### src/rtl/stream_driver_pkg.sv
// Shared types and helpers for the stream test driver: FSM encoding,
// backpressure pattern length and the checksum rotate.
package stream_driver_pkg;

  typedef enum logic [1:0] {
    ST_IDLE = 2'd0,
    ST_FIRE = 2'd1,
    ST_RUN  = 2'd2,
    ST_DONE = 2'd3
  } drv_state_e;

  localparam int BP_LEN = 8;
  localparam int BP_W   = $clog2(BP_LEN);
  localparam int MAX_DW = 256;

  // Rotate left by one within the low w bits; v must be zero above bit w-1.
  function automatic logic [MAX_DW-1:0] rotl1(input logic [MAX_DW-1:0] v,
                                              input int unsigned w);
    logic [MAX_DW-1:0] mask;
    mask = (w >= MAX_DW) ? '1 : ((MAX_DW'(1) << w) - MAX_DW'(1));
    return ((v << 1) | (v >> (w - 1))) & mask;
  endfunction

endpackage

### src/rtl/stream_sink_lane.sv
// One drained output channel: EOS flag, saturating element counter and
// rotate-XOR checksum.
module stream_sink_lane
  import stream_driver_pkg::*;
#(
  parameter int DATA_WIDTH = 64,
  parameter int CNT_WIDTH  = 32
) (
  input  logic                  clock,
  input  logic                  reset,
  input  logic                  clear,
  input  logic                  beat,
  input  logic                  eos,
  input  logic [DATA_WIDTH-1:0] data,
  output logic                  eos_seen,
  output logic [CNT_WIDTH-1:0]  count,
  output logic [DATA_WIDTH-1:0] checksum
);

  logic                  eos_seen_q, eos_seen_d;
  logic [CNT_WIDTH-1:0]  count_q, count_d;
  logic [DATA_WIDTH-1:0] csum_q, csum_d;
  logic [MAX_DW-1:0]     csum_rot;

  always_comb begin
    csum_rot   = rotl1(MAX_DW'(csum_q), DATA_WIDTH);
    eos_seen_d = eos_seen_q;
    count_d    = count_q;
    csum_d     = csum_q;
    if (clear) begin
      eos_seen_d = 1'b0;
      count_d    = '0;
      csum_d     = '0;
    end else if (beat) begin
      if (eos) begin
        eos_seen_d = 1'b1;
      end else begin
        if (count_q != '1) count_d = count_q + CNT_WIDTH'(1);
        csum_d = csum_rot[DATA_WIDTH-1:0] ^ data;
      end
    end
  end

  always_ff @(posedge clock or posedge reset) begin
    if (reset) begin
      eos_seen_q <= 1'b0;
      count_q    <= '0;
      csum_q     <= '0;
    end else begin
      eos_seen_q <= eos_seen_d;
      count_q    <= count_d;
      csum_q     <= csum_d;
    end
  end

  assign eos_seen = eos_seen_q;
  assign count    = count_q;
  assign checksum = csum_q;

endmodule

### src/rtl/stream_test_driver.sv
// Fires the DUT start token, drains NUM_OUT output streams under a
// backpressure pattern and reports done / timeout.
module stream_test_driver
  import stream_driver_pkg::*;
#(
  parameter int DATA_WIDTH = 64,
  parameter int NUM_OUT    = 2,
  parameter int CNT_WIDTH  = 32,
  parameter int TIMEOUT    = 1024
) (
  input  logic                            clock,
  input  logic                            reset,
  input  logic                            start,
  input  logic [7:0]                      bp_mask,
  output logic                            inCtrl_valid,
  input  logic                            inCtrl_ready,
  input  logic                            outCtrl_valid,
  output logic                            outCtrl_ready,
  input  logic [NUM_OUT-1:0]              out_valid,
  output logic [NUM_OUT-1:0]              out_ready,
  input  logic [NUM_OUT*DATA_WIDTH-1:0]   out_data,
  input  logic [NUM_OUT-1:0]              out_eos,
  output logic [NUM_OUT*CNT_WIDTH-1:0]    elem_count,
  output logic [NUM_OUT*DATA_WIDTH-1:0]   checksum,
  output logic                            done,
  output logic                            error
);

  localparam int TW = (TIMEOUT > 2) ? $clog2(TIMEOUT) : 1;
  localparam logic [TW-1:0] TMO_LAST = TW'(TIMEOUT - 1);

  drv_state_e        state_q, state_d;
  logic [BP_W-1:0]   bp_idx_q, bp_idx_d;
  logic [TW-1:0]     tmo_q, tmo_d;
  logic              ctrl_seen_q, ctrl_seen_d;
  logic              error_q, error_d;
  logic              inctrl_valid_q, inctrl_valid_d;
  logic              outctrl_ready_q, outctrl_ready_d;
  logic              done_q, done_d;

  logic               clear;
  logic               run_ready;
  logic               in_beat, ctrl_beat, any_beat, all_eos, tmo_hit;
  logic [NUM_OUT-1:0] eos_seen, lane_beat;

  assign run_ready = (state_q == ST_RUN) ? bp_mask[bp_idx_q] : 1'b0;
  assign out_ready = ~eos_seen & {NUM_OUT{run_ready}};
  assign lane_beat = out_valid & out_ready;
  assign in_beat   = inctrl_valid_q & inCtrl_ready;
  assign ctrl_beat = outCtrl_valid & outctrl_ready_q;
  assign any_beat  = (|lane_beat) | ctrl_beat | in_beat;
  // EOS beats taken this cycle count towards completion right away.
  assign all_eos   = &(eos_seen | (lane_beat & out_eos));
  assign tmo_hit   = !any_beat && (tmo_q == TMO_LAST);

  always_comb begin
    state_d     = state_q;
    bp_idx_d    = bp_idx_q;
    tmo_d       = tmo_q;
    ctrl_seen_d = ctrl_seen_q;
    error_d     = error_q;
    clear       = 1'b0;
    unique case (state_q)
      ST_IDLE, ST_DONE: begin
        if (start) begin
          clear       = 1'b1;
          state_d     = ST_FIRE;
          bp_idx_d    = '0;
          tmo_d       = '0;
          ctrl_seen_d = 1'b0;
          error_d     = 1'b0;
        end
      end
      ST_FIRE: begin
        tmo_d = any_beat ? '0 : tmo_q + TW'(1);
        if (in_beat) begin
          state_d = ST_RUN;
        end else if (tmo_hit) begin
          state_d = ST_DONE;
          error_d = 1'b1;
        end
      end
      ST_RUN: begin
        bp_idx_d = bp_idx_q + BP_W'(1);
        tmo_d    = any_beat ? '0 : tmo_q + TW'(1);
        if (ctrl_beat) ctrl_seen_d = 1'b1;
        if (all_eos && (ctrl_seen_q || ctrl_beat)) begin
          state_d = ST_DONE;
        end else if (tmo_hit) begin
          state_d = ST_DONE;
          error_d = 1'b1;
        end
      end
      default: state_d = ST_IDLE;
    endcase
    inctrl_valid_d  = (state_d == ST_FIRE);
    outctrl_ready_d = (state_d == ST_RUN) && !ctrl_seen_d;
    done_d          = (state_d == ST_DONE);
  end

  always_ff @(posedge clock or posedge reset) begin
    if (reset) begin
      state_q         <= ST_IDLE;
      bp_idx_q        <= '0;
      tmo_q           <= '0;
      ctrl_seen_q     <= 1'b0;
      error_q         <= 1'b0;
      inctrl_valid_q  <= 1'b0;
      outctrl_ready_q <= 1'b0;
      done_q          <= 1'b0;
    end else begin
      state_q         <= state_d;
      bp_idx_q        <= bp_idx_d;
      tmo_q           <= tmo_d;
      ctrl_seen_q     <= ctrl_seen_d;
      error_q         <= error_d;
      inctrl_valid_q  <= inctrl_valid_d;
      outctrl_ready_q <= outctrl_ready_d;
      done_q          <= done_d;
    end
  end

  assign inCtrl_valid  = inctrl_valid_q;
  assign outCtrl_ready = outctrl_ready_q;
  assign done          = done_q;
  assign error         = error_q;

  for (genvar g = 0; g < NUM_OUT; g++) begin : g_lane
    stream_sink_lane #(
      .DATA_WIDTH(DATA_WIDTH),
      .CNT_WIDTH (CNT_WIDTH)
    ) u_lane (
      .clock   (clock),
      .reset   (reset),
      .clear   (clear),
      .beat    (lane_beat[g]),
      .eos     (out_eos[g]),
      .data    (out_data[g*DATA_WIDTH +: DATA_WIDTH]),
      .eos_seen(eos_seen[g]),
      .count   (elem_count[g*CNT_WIDTH +: CNT_WIDTH]),
      .checksum(checksum[g*DATA_WIDTH +: DATA_WIDTH])
    );
  end

endmodule

### config.mk
export PLATFORM = sky130hd
export DESIGN_NAME = stream_test_driver
export DESIGN_NICKNAME = d
export VERILOG_FILES = /design/src/rtl/stream_driver_pkg.sv /design/src/rtl/stream_sink_lane.sv /design/src/rtl/stream_test_driver.sv
export SDC_FILE = /design/constraint.sdc
export NUM_CORES = 1
export LEC_CHECK = 0
export CAP_MARGIN = 20
export CORE_MARGIN = 2
export CORE_UTILIZATION = 64
export DETAILED_ROUTE_END_ITERATION = 6
export DONT_BUFFER_PORTS = 1
export GPL_TIMING_DRIVEN = 0
export PLACE_DENSITY = 0.8
export SYNTH_ARGS = -nofsm -noshare
export SYNTH_HDL_FRONTEND = slang
export SYNTH_SLANG_ARGS = --single-unit
### constraint.sdc
create_clock -name clock -period 8.6 [get_ports clock]
set_clock_uncertainty 0.2 [all_clocks]
set_input_delay 1.72 -clock clock [delete_from_list [all_inputs] [get_ports clock]]
set_output_delay 1.72 -clock clock [all_outputs]
set_load 0.05 [all_outputs]
After elaboration in Yosys (flattened, before gate mapping)
Index checks and enable logic that the tools add are counted.
Widths: inputs -> output; s select.

storage, ports and cells
  output and inout port bits = 198
  input port bits = 145
  logic and storage cells = 115
  bits in registers = 214

cells by class
  magnitude comparators = 1
  eq/ne operators = 14
  muxes and demuxes = 43
  add/sub/neg operators = 4
  bitwise operators = 13
  reduce and logical (&&, ||, !) cells = 26

operators with widths
  cell                   count
  $mux 64                6
  $mux 32                8
  $or 64x1->64           2
  $xor 64x64->64         2
  $add 32x1->32 const B  2
  $ne 32x32->1 const B   2
  $mux 10                2
  $pmux 10 s2            1
  $mux 1                 16
  $reduce_bool 2->1      7
  $reduce_and 2->1       6
  $add 10x1->10 const B  1
  $eq 10x10->1 const B   1
  $reduce_and 3->1       3
  $eq 2x2->1 const B     4
  $mux 2                 4
  $and 2x2->2            3
  $ne 2x2->1 const B     3
  $pmux 2 s3             1
  $pmux 3 s2             1
  $reduce_or 2->1        3
  $eq 2x1->1 const B     2
  $lt 3x4->1 const B     1
  $ne 2x1->1 const B     2
  other kinds (13)       18

Longest topological paths before layout
  word-level depth = 15
  mapped depth = 11
  gate-level depth less buffers = 9

Modules after synthesis
A second synthesis with hierarchy kept.

unflattened totals
  cells, all modules = 1085
  area total of the unflattened synthesis = 10960.5 µm²

by module, submodules not included
  module              area each (µm²)  seq. area each (µm²)  times used  cells an instance
  stream_sink_lane    4843.4           2427.3                2           478
  stream_test_driver  1273.7           500.5                 1           129

Worst setup path after synthesis
No wires, ideal clock.

  kind = in2out
  start = input bp_mask[5]
  end = output out_ready[0]
  stages = 4
  buffers on the path = 0
  setup slack = 3.594 ns
  required time = 6.680 ns
  arrival = 3.086 ns
  cell sequence = mux2i_1 -> a221oi_4 -> nand2_1 -> nor2_1

between the ends
  cells in the longest elaborated chain, start to end = 4

ends and longest elaborated chain
  what                          line                      text
  start: declaration            stream_test_driver.sv:14  input logic [7:0] bp_mask,
  $bmux 1 s3                    stream_test_driver.sv:46  assign run_ready = (state_q == ST_RUN) ? bp_mask[bp_idx_q] : 1'b0;
  $mux 1 (implied by the code)  stream_test_driver.sv:46
  $mux 1                        stream_test_driver.sv:46
  $and 2x2->2                   stream_test_driver.sv:47  assign out_ready = ~eos_seen & {NUM_OUT{run_ready}};
  end: declaration              stream_test_driver.sv:20  output logic [NUM_OUT-1:0] out_ready,

Every way passes these cells. The select of a mux whose other input is x is not followed.

Final worst setup path
  start = input bp_mask[5]
  end = output out_ready[1]

Same word-level chain as after synthesis.

==> impl_metrics.env <==
export IMPL_outcome="complete, no violations"
export IMPL_power_density_mw_per_mm2=265
export IMPL_layout_min_cycle_time_ns=5.20
export IMPL_clkLatencyLatePin_ns=0.50
export IMPL_nNetsFinal=1180
export IMPL_io_pins=343
export IMPL_syn_avg_cell_area_sq_um=10.4
export IMPL_gp_congestion=0.875
export IMPL_cts_buffer_depth=3
export IMPL_root_buffer="clkbuf_16"
export IMPL_first_pass_iters=5
export IMPL_critPathKind="in -> out"
export IMPL_clkTransAtPathRegs_ns=0.06
export IMPL_synth_edff_count=0
export IMPL_combPwrFrac_pct=18.0
export IMPL_ys_seq_area_share_pct=51.2
export IMPL_wirelength_um=27000
export IMPL_synth_ff_latch_count=214
export IMPL_p_total_w=0.00305
export IMPL_grt_max_degree=114
export IMPL_reg2reg_depth=9
export IMPL_hold_path_depth=1
export IMPL_vias=7913
export IMPL_startpoint_type="primary input"
export IMPL_synth_cells=1003
export IMPL_die_area_sq_mm=0.0174
export IMPL_vdd_drop_max_v=0.000159
export IMPL_diodes=0
export IMPL_grt_pass1_vias=7817
export IMPL_synth_fp_nets=1154
export IMPL_final_cell_mix="214 x dfrtp_1, 136 x nor2_1, 95 x xor2_1, 88 x xnor2_1, 65 x a22o_1"
export IMPL_power_internal_w=0.00188
export IMPL_ys_async_sr_fraction_pct=100
export IMPL_grt_use_total_pct=30.5
export IMPL_hold_class="reg -> reg"
export IMPL_fin_crit_sh_pct=60.5
export IMPL_cap_violations=0
export IMPL_post_cts_resized=0
export IMPL_dp_slack_ns=3.41
export IMPL_ys_dominant_reg_cell="dfrtp_1"
export IMPL_tns_ns=0
export IMPL_drive_above_1_share_pct=5.65
export IMPL_switchingPower_w=0.00118
export IMPL_antenna_found_initial=0
export IMPL_netlist_area_sq_mm=0.0105
export IMPL_area_growth_pct=10.1
export IMPL_tightest_slew_ns=1.08
export IMPL_rows=46
export IMPL_die_h_um=132
export IMPL_critPathRequiredTime_ns=6.68
export IMPL_ys_warnings_count=0
export IMPL_setup_slack_ns=3.40
export IMPL_endpoint_kind="output port"
export IMPL_overflow=0
export IMPL_cts_tree="done"
export IMPL_drt_wirelength_per_cell_um=21.4
export IMPL_h_tree_depth=1
export IMPL_port_buffers=0
export IMPL_fin_util_pct=72.2
export IMPL_cts_made_buffers=23
export IMPL_core_area_sq_mm=0.0159
export IMPL_drv_slew=0
export IMPL_cp_max_fo=10
export IMPL_drc=0
export IMPL_setup_viol=0
export IMPL_cts_hold_fix_buffers=0
export IMPL_switching_share_pct=38.5
export IMPL_power_share_clock_pct=32.2
export IMPL_die_x_um=132
export IMPL_fillCellCount=1175
export IMPL_first_iter_violations=591
export IMPL_hold_viol_final=0
export IMPL_ant_nets=0
export IMPL_fmax_mhz=192
export IMPL_mostFrequentLayoutCell="dfrtp_1"
export IMPL_yosysUniqueCellTypes=50
export IMPL_cp_arrival_ns=3.28
export IMPL_hpwl_um=19400
export IMPL_via_per_inst=6.28
export IMPL_rsz0062_at_grt="false"
export IMPL_post_cts_setup_buffers=0
export IMPL_start_util_pct=65.6
export IMPL_grt_first_pass_wirelength_um=42800
export IMPL_power_leakage_nw=5.00
export IMPL_seqPwrFrac_pct=49.7
export IMPL_relSlewSlack_pct=27.5
export IMPL_cts_sinks=214
per-stage QoR:
stage | cells | hold slack [ns] | cell area (sq um)
CTS | 1260 | 0.293 | 11500
detailed placement | 1220 | 0.283 | 10800
global route | 1260 | 0.325 | 11500
floorplan | 1003 | 0.246 | 10500
finish | 1260 | 0.301 | 11500
global placement | 1219 | 0.274 | 10700
worst max-delay path: stages:
cell	delay, ns
mux2i_1	0.08
a221oi_4	0.51
nand2_1	0.22
nor2_1	0.74
synth_stat cells (2+ instances only):
| master | n | area (sq um) |
|---|---|---|
| a211oi_1 | 64 | 480 |
| a21oi_1 | 13 | 65.1 |
| a22o_1 | 65 | 569 |
| a31o_2 | 2 | 17.5 |
| a31oi_1 | 3 | 18.8 |
| a41oi_1 | 2 | 17.5 |
| and2_1 | 6 | 37.5 |
| and3_1 | 16 | 100 |
| and4_1 | 7 | 61.3 |
| buf_1 | 4 | 15.0 |
| buf_2 | 14 | 70.1 |
| clkbuf_1 | 35 | 131 |
| dfrtp_1 | 214 | 5360 |
| ha_1 | 6 | 75.1 |
| inv_1 | 15 | 56.3 |
| mux2i_1 | 4 | 40.0 |
| nand2_1 | 44 | 165 |
| nand2b_1 | 4 | 25.0 |
| nand3_1 | 35 | 175 |
| nand4_1 | 31 | 194 |
| nor2_1 | 136 | 510 |
| nor2b_1 | 6 | 37.5 |
| nor3_1 | 21 | 105 |
| nor3b_1 | 3 | 22.5 |
| nor4_1 | 8 | 50.1 |
| nor4b_1 | 2 | 17.5 |
| o2111ai_1 | 2 | 17.5 |
| o21ai_0 | 27 | 135 |
| o31ai_1 | 8 | 60.1 |
| or3_1 | 5 | 31.3 |
| xnor2_1 | 88 | 771 |
| xor2_1 | 95 | 832 |
routing by layer:
layer | vias up | wire length (um) | global-route usage, %
li1 | 3605 | - | -
met1 | 3894 | 10300 | 37.5
met2 | 357 | 13300 | 52.4
met3 | 57 | 2540 | 9.57
met4 | 0 | 788 | 8.27
met5 | - | 0 | 0
path summary, 6_finish.rpt:
path,start,to,slack [ns]
setup / recovery,bp_mask[5],out_ready[1],3.40
hold / removal,tmo_q[9],tmo_q[9],0.30
setup reg to reg,g_lane[1].u_lane.count[0],g_lane[1].u_lane.count[13],5.27
hold reg to reg,tmo_q[9],tmo_q[9],0.30
max in group asynchronous,reset,g_lane[1].u_lane.checksum[50],6.17
min in group asynchronous,reset,g_lane[0].u_lane.checksum[13],1.04
cell families after synthesis:
| logic type | share of synthesized area [%] |
|---|---|
| muxes | 0.491 |
| AOI/OAI and AO/OA | 14.3 |
| buffers and inverters | 2.68 |
| xor gates and xnor gates | 15.3 |
| and+or+nand+nor | 15.3 |
| DFF | 51.2 |
| adders and majority gates | 0.718 |
sequential cells by signal, summed over array words and instances, names as in the netlist:
register	cells
bp_idx_q	3
ctrl_seen_q	1
done	1
error	1
g_lane.u_lane.checksum	128
g_lane.u_lane.count	64
g_lane.u_lane.eos_seen	2
inCtrl_valid	1
outCtrl_ready	1
state_q	2
tmo_q	10
area by class of cell:
cell class                      count  area, sq um  share of cell area, %
Inverter                           15         63.8                  0.554
Clock inverter                      6         80.1                  0.696
Clock buffer                       34          667                   5.79
Sequential cell                   214         5360                   46.5
Timing Repair Buffer                1         27.5                  0.239
Tap cell                          216          270                   2.35
Multi-Input combinational cell    720         4820                   41.9
Buffer                             54          224                   1.95
power by group through the flow:
stage	logic, W	registers (W)	clock network (W)
2_1_floorplan	0.000419	0.00150	0
3_3_place_gp	0.000530	0.00154	0
3_5_place_dp	0.000545	0.00154	0
4_1_cts	0.000551	0.00152	0.000993
5_1_grt	0.000618	0.00153	0.00104
6_report	0.000551	0.00152	0.000984
Power figures use the tool's default switching activity.
